### config.mk
export PLATFORM = sky130hd
export DESIGN_NAME = cat24c02_i2c_ctrl
export DESIGN_NICKNAME = d
export VERILOG_FILES = /design/src/rtl/cat24c02_i2c_ctrl.sv
export SDC_FILE = /design/constraint.sdc
export NUM_CORES = 1
export LEC_CHECK = 0
export BUFFER_PORTS_ARGS = -buffer_cell sky130_fd_sc_hd__buf_2
export CAP_MARGIN = 10
export CORE_UTILIZATION = 45
export DETAILED_ROUTE_END_ITERATION = 16
export PLACE_DENSITY = 0.63
export SLEW_MARGIN = 5
export SYNTH_ARGS = -nofsm -noshare
export SYNTH_HDL_FRONTEND = slang
export SYNTH_SLANG_ARGS = --single-unit
### constraint.sdc
create_clock -name CLK -period 5.2 [get_ports CLK]
set_input_delay 0.26 -clock CLK [delete_from_list [all_inputs] [get_ports CLK]]
set_output_delay 0.26 -clock CLK [all_outputs]
set_load 0.02 [all_outputs]
### src/rtl/cat24c02_i2c_ctrl.sv
// cat24c02_i2c_ctrl: single-byte write / random-read I2C master for a CAT24C02 EEPROM.
// Each SCL bit is four quarters of CLK_DIV clocks; SCL/SDA are open-drain enables.
// Optional feature: define CAT24C02_ACK_POLL_EN to ACK-poll the device after a write.
`timescale 1ns/1ps
module cat24c02_i2c_ctrl #(
    parameter int unsigned CLK_DIV  = 25,
    parameter logic [6:0]  DEV_ADDR = 7'h50,
    parameter int unsigned POLL_MAX = 255
) (
    input  logic       CLK,
    input  logic       RST_N,
    input  logic       REQ,
    input  logic       WR,
    input  logic [7:0] ADDR,
    input  logic [7:0] WDATA,
    output logic [7:0] RDATA,
    output logic       BUSY,
    output logic       DONE,
    output logic       NACK,
    output logic       SCL_OE,
    output logic       SDA_OE,
    input  logic       SDA_I
);

`ifdef CAT24C02_ACK_POLL_EN
    localparam bit PollEn = 1'b1;
`else
    localparam bit PollEn = 1'b0;
`endif

    typedef enum logic [3:0] {
        StIdle, StStart, StDevW, StAckA, StWord, StAckB, StWbyte, StAckC,
        StRstart, StDevR, StAckD, StRbyte, StMnack, StStop, StPollWait
    } state_e;

    state_e      state_q;
    logic [9:0]  div_q;
    logic [1:0]  qtr_q;
    logic [3:0]  bit_q;
    logic [7:0]  sh_q;
    logic        smp_q;
    logic        wr_q;
    logic [7:0]  addr_q;
    logic [7:0]  wdata_q;
    logic [7:0]  rdata_q;
    logic        busy_q;
    logic        done_q;
    logic        nack_q;
    logic        scl_oe_q;
    logic        sda_oe_q;
    logic        polling_q;
    logic        poll_ok_q;
    logic [15:0] poll_cnt_q;

    logic div_end;
    logic smp_pt;
    logic bit_end;
    logic scl_low_phase;
    logic scl_drv;
    logic sda_drv;

    assign div_end       = (div_q == 10'(CLK_DIV - 1));
    assign smp_pt        = div_end && (qtr_q == 2'd2);
    assign bit_end       = div_end && (qtr_q == 2'd3);
    assign scl_low_phase = (qtr_q == 2'd0) || (qtr_q == 2'd3);

    // Bus levels for the current state/quarter; registered below so the pins are glitch-free.
    always_comb begin
        scl_drv = 1'b0;
        sda_drv = 1'b0;
        unique case (state_q)
            StIdle, StPollWait: ;
            // Bus is idle on entry, so SCL stays released until SDA has fallen.
            StStart: begin
                scl_drv = (qtr_q == 2'd3);
                sda_drv = qtr_q[1];
            end
            StRstart: begin
                scl_drv = scl_low_phase;
                sda_drv = qtr_q[1];
            end
            StDevW, StWord, StWbyte, StDevR: begin
                scl_drv = scl_low_phase;
                sda_drv = ~sh_q[7];
            end
            StAckA, StAckB, StAckC, StAckD, StRbyte, StMnack: begin
                scl_drv = scl_low_phase;
            end
            // Bit 0 is the STOP condition, bit 1 is a fully released idle bit.
            StStop: begin
                if (bit_q == 4'd0) begin
                    scl_drv = (qtr_q == 2'd0);
                    sda_drv = ~qtr_q[1];
                end
            end
            default: ;
        endcase
    end

    // Transaction FSM, bit timing counters and registered outputs.
    always_ff @(posedge CLK or negedge RST_N) begin
        if (!RST_N) begin
            state_q    <= StIdle;
            div_q      <= 10'd0;
            qtr_q      <= 2'd0;
            bit_q      <= 4'd0;
            sh_q       <= 8'h00;
            smp_q      <= 1'b0;
            wr_q       <= 1'b0;
            addr_q     <= 8'h00;
            wdata_q    <= 8'h00;
            rdata_q    <= 8'h00;
            busy_q     <= 1'b0;
            done_q     <= 1'b0;
            nack_q     <= 1'b0;
            scl_oe_q   <= 1'b0;
            sda_oe_q   <= 1'b0;
            polling_q  <= 1'b0;
            poll_ok_q  <= 1'b0;
            poll_cnt_q <= 16'd0;
        end else begin
            done_q   <= 1'b0;
            scl_oe_q <= scl_drv;
            sda_oe_q <= sda_drv;
            if (state_q == StIdle) begin
                div_q <= 10'd0;
                qtr_q <= 2'd0;
                bit_q <= 4'd0;
                if (REQ) begin
                    wr_q       <= WR;
                    addr_q     <= ADDR;
                    wdata_q    <= WDATA;
                    busy_q     <= 1'b1;
                    nack_q     <= 1'b0;
                    polling_q  <= 1'b0;
                    poll_ok_q  <= 1'b0;
                    poll_cnt_q <= 16'd0;
                    state_q    <= StStart;
                end
            end else begin
                if (div_end) begin
                    div_q <= 10'd0;
                    qtr_q <= qtr_q + 2'd1;
                end else begin
                    div_q <= div_q + 10'd1;
                end
                if (smp_pt) begin
                    smp_q <= SDA_I;
                end
                if (bit_end) begin
                    unique case (state_q)
                        StStart: begin
                            sh_q    <= {DEV_ADDR, 1'b0};
                            bit_q   <= 4'd0;
                            state_q <= StDevW;
                        end
                        StDevW, StWord, StWbyte, StDevR: begin
                            sh_q  <= {sh_q[6:0], 1'b0};
                            bit_q <= bit_q + 4'd1;
                            if (bit_q == 4'd7) begin
                                bit_q <= 4'd0;
                                case (state_q)
                                    StDevW:  state_q <= StAckA;
                                    StWord:  state_q <= StAckB;
                                    StWbyte: state_q <= StAckC;
                                    default: state_q <= StAckD;
                                endcase
                            end
                        end
                        StAckA: begin
                            if (polling_q) begin
                                // A poll only probes the device; the outcome is judged after STOP.
                                poll_ok_q <= ~smp_q;
                                state_q   <= StStop;
                            end else if (smp_q) begin
                                nack_q  <= 1'b1;
                                state_q <= StStop;
                            end else begin
                                sh_q    <= addr_q;
                                state_q <= StWord;
                            end
                        end
                        StAckB: begin
                            if (smp_q) begin
                                nack_q  <= 1'b1;
                                state_q <= StStop;
                            end else if (wr_q) begin
                                sh_q    <= wdata_q;
                                state_q <= StWbyte;
                            end else begin
                                state_q <= StRstart;
                            end
                        end
                        StAckC: begin
                            if (smp_q) begin
                                nack_q <= 1'b1;
                            end
                            state_q <= StStop;
                        end
                        StRstart: begin
                            sh_q    <= {DEV_ADDR, 1'b1};
                            bit_q   <= 4'd0;
                            state_q <= StDevR;
                        end
                        StAckD: begin
                            if (smp_q) begin
                                nack_q  <= 1'b1;
                                state_q <= StStop;
                            end else begin
                                bit_q   <= 4'd0;
                                state_q <= StRbyte;
                            end
                        end
                        StRbyte: begin
                            sh_q  <= {sh_q[6:0], smp_q};
                            bit_q <= bit_q + 4'd1;
                            if (bit_q == 4'd7) begin
                                bit_q   <= 4'd0;
                                state_q <= StMnack;
                            end
                        end
                        // Reaching here means every ACK was seen, so the read is good.
                        StMnack: begin
                            rdata_q <= sh_q;
                            state_q <= StStop;
                        end
                        StStop: begin
                            if (bit_q == 4'd0) begin
                                bit_q <= 4'd1;
                            end else begin
                                bit_q <= 4'd0;
                                if (PollEn && wr_q && !nack_q && !polling_q) begin
                                    polling_q  <= 1'b1;
                                    poll_cnt_q <= 16'd0;
                                    state_q    <= StPollWait;
                                end else if (polling_q && !poll_ok_q &&
                                             (32'(poll_cnt_q) + 32'd1 < POLL_MAX)) begin
                                    poll_cnt_q <= poll_cnt_q + 16'd1;
                                    state_q    <= StPollWait;
                                end else begin
                                    if (polling_q && !poll_ok_q) begin
                                        nack_q <= 1'b1;
                                    end
                                    busy_q  <= 1'b0;
                                    done_q  <= 1'b1;
                                    state_q <= StIdle;
                                end
                            end
                        end
                        StPollWait: begin
                            state_q <= StStart;
                        end
                        default: state_q <= StIdle;
                    endcase
                end
            end
        end
    end

    assign RDATA  = rdata_q;
    assign BUSY   = busy_q;
    assign DONE   = done_q;
    assign NACK   = nack_q;
    assign SCL_OE = scl_oe_q;
    assign SDA_OE = sda_oe_q;

endmodule
==> out/results.tsv <==
metric	value	unit
post-CTS setup buffer count	0	
die area	0.00687	mm2
Syn Inst Count	271	
1st-iter DRT viols	133	
number of synthesized flops with an enable pin	0	
# hold bufs at CTS	0	
outcome	completed	
post-synth top area cell	dfrtp_1	
RSZ-0062 raised after global routing	false	
Filler Cells Inserted	554	
quantity of I/O buffers inserted on ports	33	
Clock Power Share	51.0	%
Residual DRC	0	
Synth Warn #	0	
Lkg Pwr	1.62	nW
GP Congestion	0.856	
Max-Cap Viols	0	
CTS Sinks	59	
Final Setup Violations	0	
TritonRoute pass-1 iters	5	
Core ar.	0.00635	mm2
cts bufs inserted	9	
power per standard cell area	286	mW/mm2
crit path max-delay cell type	o22ai_1	
Distinct cells, synth	48	
dpl cells	367	
Net Sw Frac	20.1	%
clock latency on the worst-skew pair	0.34	ns
antenna-violating nets left	0	
Comb power frac	1.7	%
largest net degree at the start of global routing	60	
Peak supply drop	0.225	mV
final hold violations	0	
vias in the first global route	2065	
CP required	5.43	ns
Post-Syn Area per Cell	10.9	um2
most common flop cell mapped by yosys	dfrtp_1	
Slew headroom	20.6	%
Worst setup SP type	register	
die width	82.9	um
asr flop ratio synth	100	%
Clock Skew	0.00547	ns
global-route wire length before repair	10100	um
gr ovfl total	0	
cells along the critical path	clkinv_1, o22ai_1, o21ai_0, o221a_4, mux2_4	
Clock Tree Buf Depth	2	
top cell type's share of synthesized area	50.1	%
final WL	6000	um
Root Buffer Master	clkbuf_8	
Crit Path Max Fanout	14	
Worst Setup End Kind	register	
WL/cell	15.7	um
Initial Util	46.4	%
crit share post-route	54.9	%
setup slack, reg-to-reg	2.35	ns
min Tclk post-route	2.85	ns
final setup TNS	0	ns
vias	2128	
share of cells above drive strength 1	26.8	%
# H-tree levels	3	
most numerous cell in the Yosys netlist	dfrtp_1	
Cell Area, Synth	0.00294	mm2
Int Power	0.000775	W
CTS tree	done	
worst setup margin	2.35	ns
All-Layer GR Usage	19.0	%
Reg clk slew, reported paths	0.07	ns
Die Y	82.9	um
Via density	5.56	
Worst Path Arrival	3.08	ns
largest stage delay on the critical path	0.85	ns
final net count	329	
number of I/O pins	34	
DP HPWL	4120	um
type of the most critical hold path	in2async	
Post-Place Setup Slack	2.36	ns
final slew viol count	0	
Area growth, synth to finish	15.1	%
Synth top cells by count	dfrtp_1, nor2_1, mux2_2, nand2_1, inv_1	
initial antenna violation count	0	
Seq cells post-synth	59	
sequential share of the synthesized area	50.1	%
Final Non-Filler Cells	383	
switching power	0.000195	W
n_diodes	0	
Critical Setup Path Class	reg2reg	
dominant cells by area after synthesis	dfrtp_1, mux2_2, nor2_1, ha_1, nand2_1	
Slew @ Worst Pin	1.19	ns
Max Freq	350	MHz
Site Rows	29	
post-CTS resize count	0	
register share of total power	47.3	%
syn_nets	299	
[registers in the layout, summed over array words and instances, names as in the netlist, 2 cells and up]
register	count
addr_q	8
qtr_q	2
state_q	4
wdata_q	8
sh_q	8
RDATA	8
bit_q	4
div_q	10
[worst max-delay path, delay by kind of cell, from the launching register on]
| family | cells | cell delay [ns] |
|---|---|---|
| AOI/OAI and AO/OA | 3 | 1.51 |
| muxes | 1 | 0.30 |
| DFF | 1 | 0.58 |
| buffers and inverters | 1 | 0.35 |
[cells in the final DEF (no fill, tap or decap), drive strengths merged, types with 4 or more instances in the layout]
| cell type | instances |
|---|---|
| dfrtp | 59 |
| mux2i | 8 |
| clkbuf | 13 |
| a21oi | 5 |
| nor3 | 6 |
| inv | 14 |
| nor2 | 24 |
| ha | 7 |
| o21ai | 13 |
| buf | 34 |
| o22ai | 7 |
| a222oi | 8 |
| and2 | 4 |
| nand3 | 7 |
| xor2 | 5 |
| mux2 | 26 |
| xnor2 | 4 |
| nand2 | 23 |
[layout make-up]
class | instances | area, um2 | share of cell area, %
Clock buffer | 13 | 169 | 4.99
Clock inverter | 3 | 68.8 | 2.03
Inverter | 15 | 56.3 | 1.66
Multi-Input combinational cell | 182 | 1350 | 39.8
Sequential cell | 59 | 1480 | 43.6
Tap cell | 77 | 96.3 | 2.84
Timing Repair Buffer | 34 | 173 | 5.10
[stage by stage]
| stage | power (W) | utilization (%) | hold WS [ns] | area (um2) |
|---|---|---|---|---|
| final | 0.000969 | 53.4 | 0.0611 | 3390 |
| after floorplan | 0.000468 | - | -0.0356 | 2940 |
| after detailed placement | 0.000485 | 49.6 | 0.462 | 3150 |
| after global routing | 0.00100 | 53.4 | 0.0891 | 3390 |
| after CTS | 0.000982 | 53.4 | 0.0931 | 3390 |
| after global placement | 0.000485 | 49.6 | 0.454 | 3150 |
[power groups by stage]
| stage | sequential, W | clock [W] | combinational [W] |
|---|---|---|---|
| floorplan | 0.000468 | 0 | 0.000000120 |
| finish | 0.000459 | 0.000494 | 0.0000163 |
| global route | 0.000458 | 0.000526 | 0.0000192 |
| detailed placement | 0.000467 | 0 | 0.0000172 |
| global placement | 0.000467 | 0 | 0.0000171 |
| CTS | 0.000459 | 0.000506 | 0.0000174 |
[cells by family (layout without fill, tap and decap cells)]
kind of cell	Yosys count	count (layout)	synth area share (%)
DFF	59	59	50.1
muxes	34	34	13.0
adders and majority gates	8	8	3.31
AOI/OAI and AO/OA	51	51	13.3
buffers and inverters	30	65	4.04
xor gates and xnor gates	9	9	2.68
and+or+nand+nor	80	80	13.5
[final timing paths]
path	cells past startpoint	endpoint	from
hold reg to reg	2	RDATA[1]$_DFFE_PN0P_	RDATA[1]$_DFFE_PN0P_
max in group asynchronous	2	state_q[2]$_DFFE_PN0P_	RST_N
setup / recovery	5	state_q[1]$_DFFE_PN0P_	state_q[0]$_DFFE_PN0P_
min in group CLK	2	NACK$_DFFE_PN0P_	REQ
hold / removal	2	smp_q$_DFFE_PN0P_	RST_N
setup reg to reg	5	state_q[1]$_DFFE_PN0P_	state_q[0]$_DFFE_PN0P_
[layer usage]
metal	wire length, um	vias up	global-route usage, %
li1	-	1046	-
met1	2960	1021	27.1
met2	2670	52	27.3
met3	262	9	3.98
met4	104	0	9.87
met5	0	-	0
No activity file was read; power rests on OpenSTA's default activity.
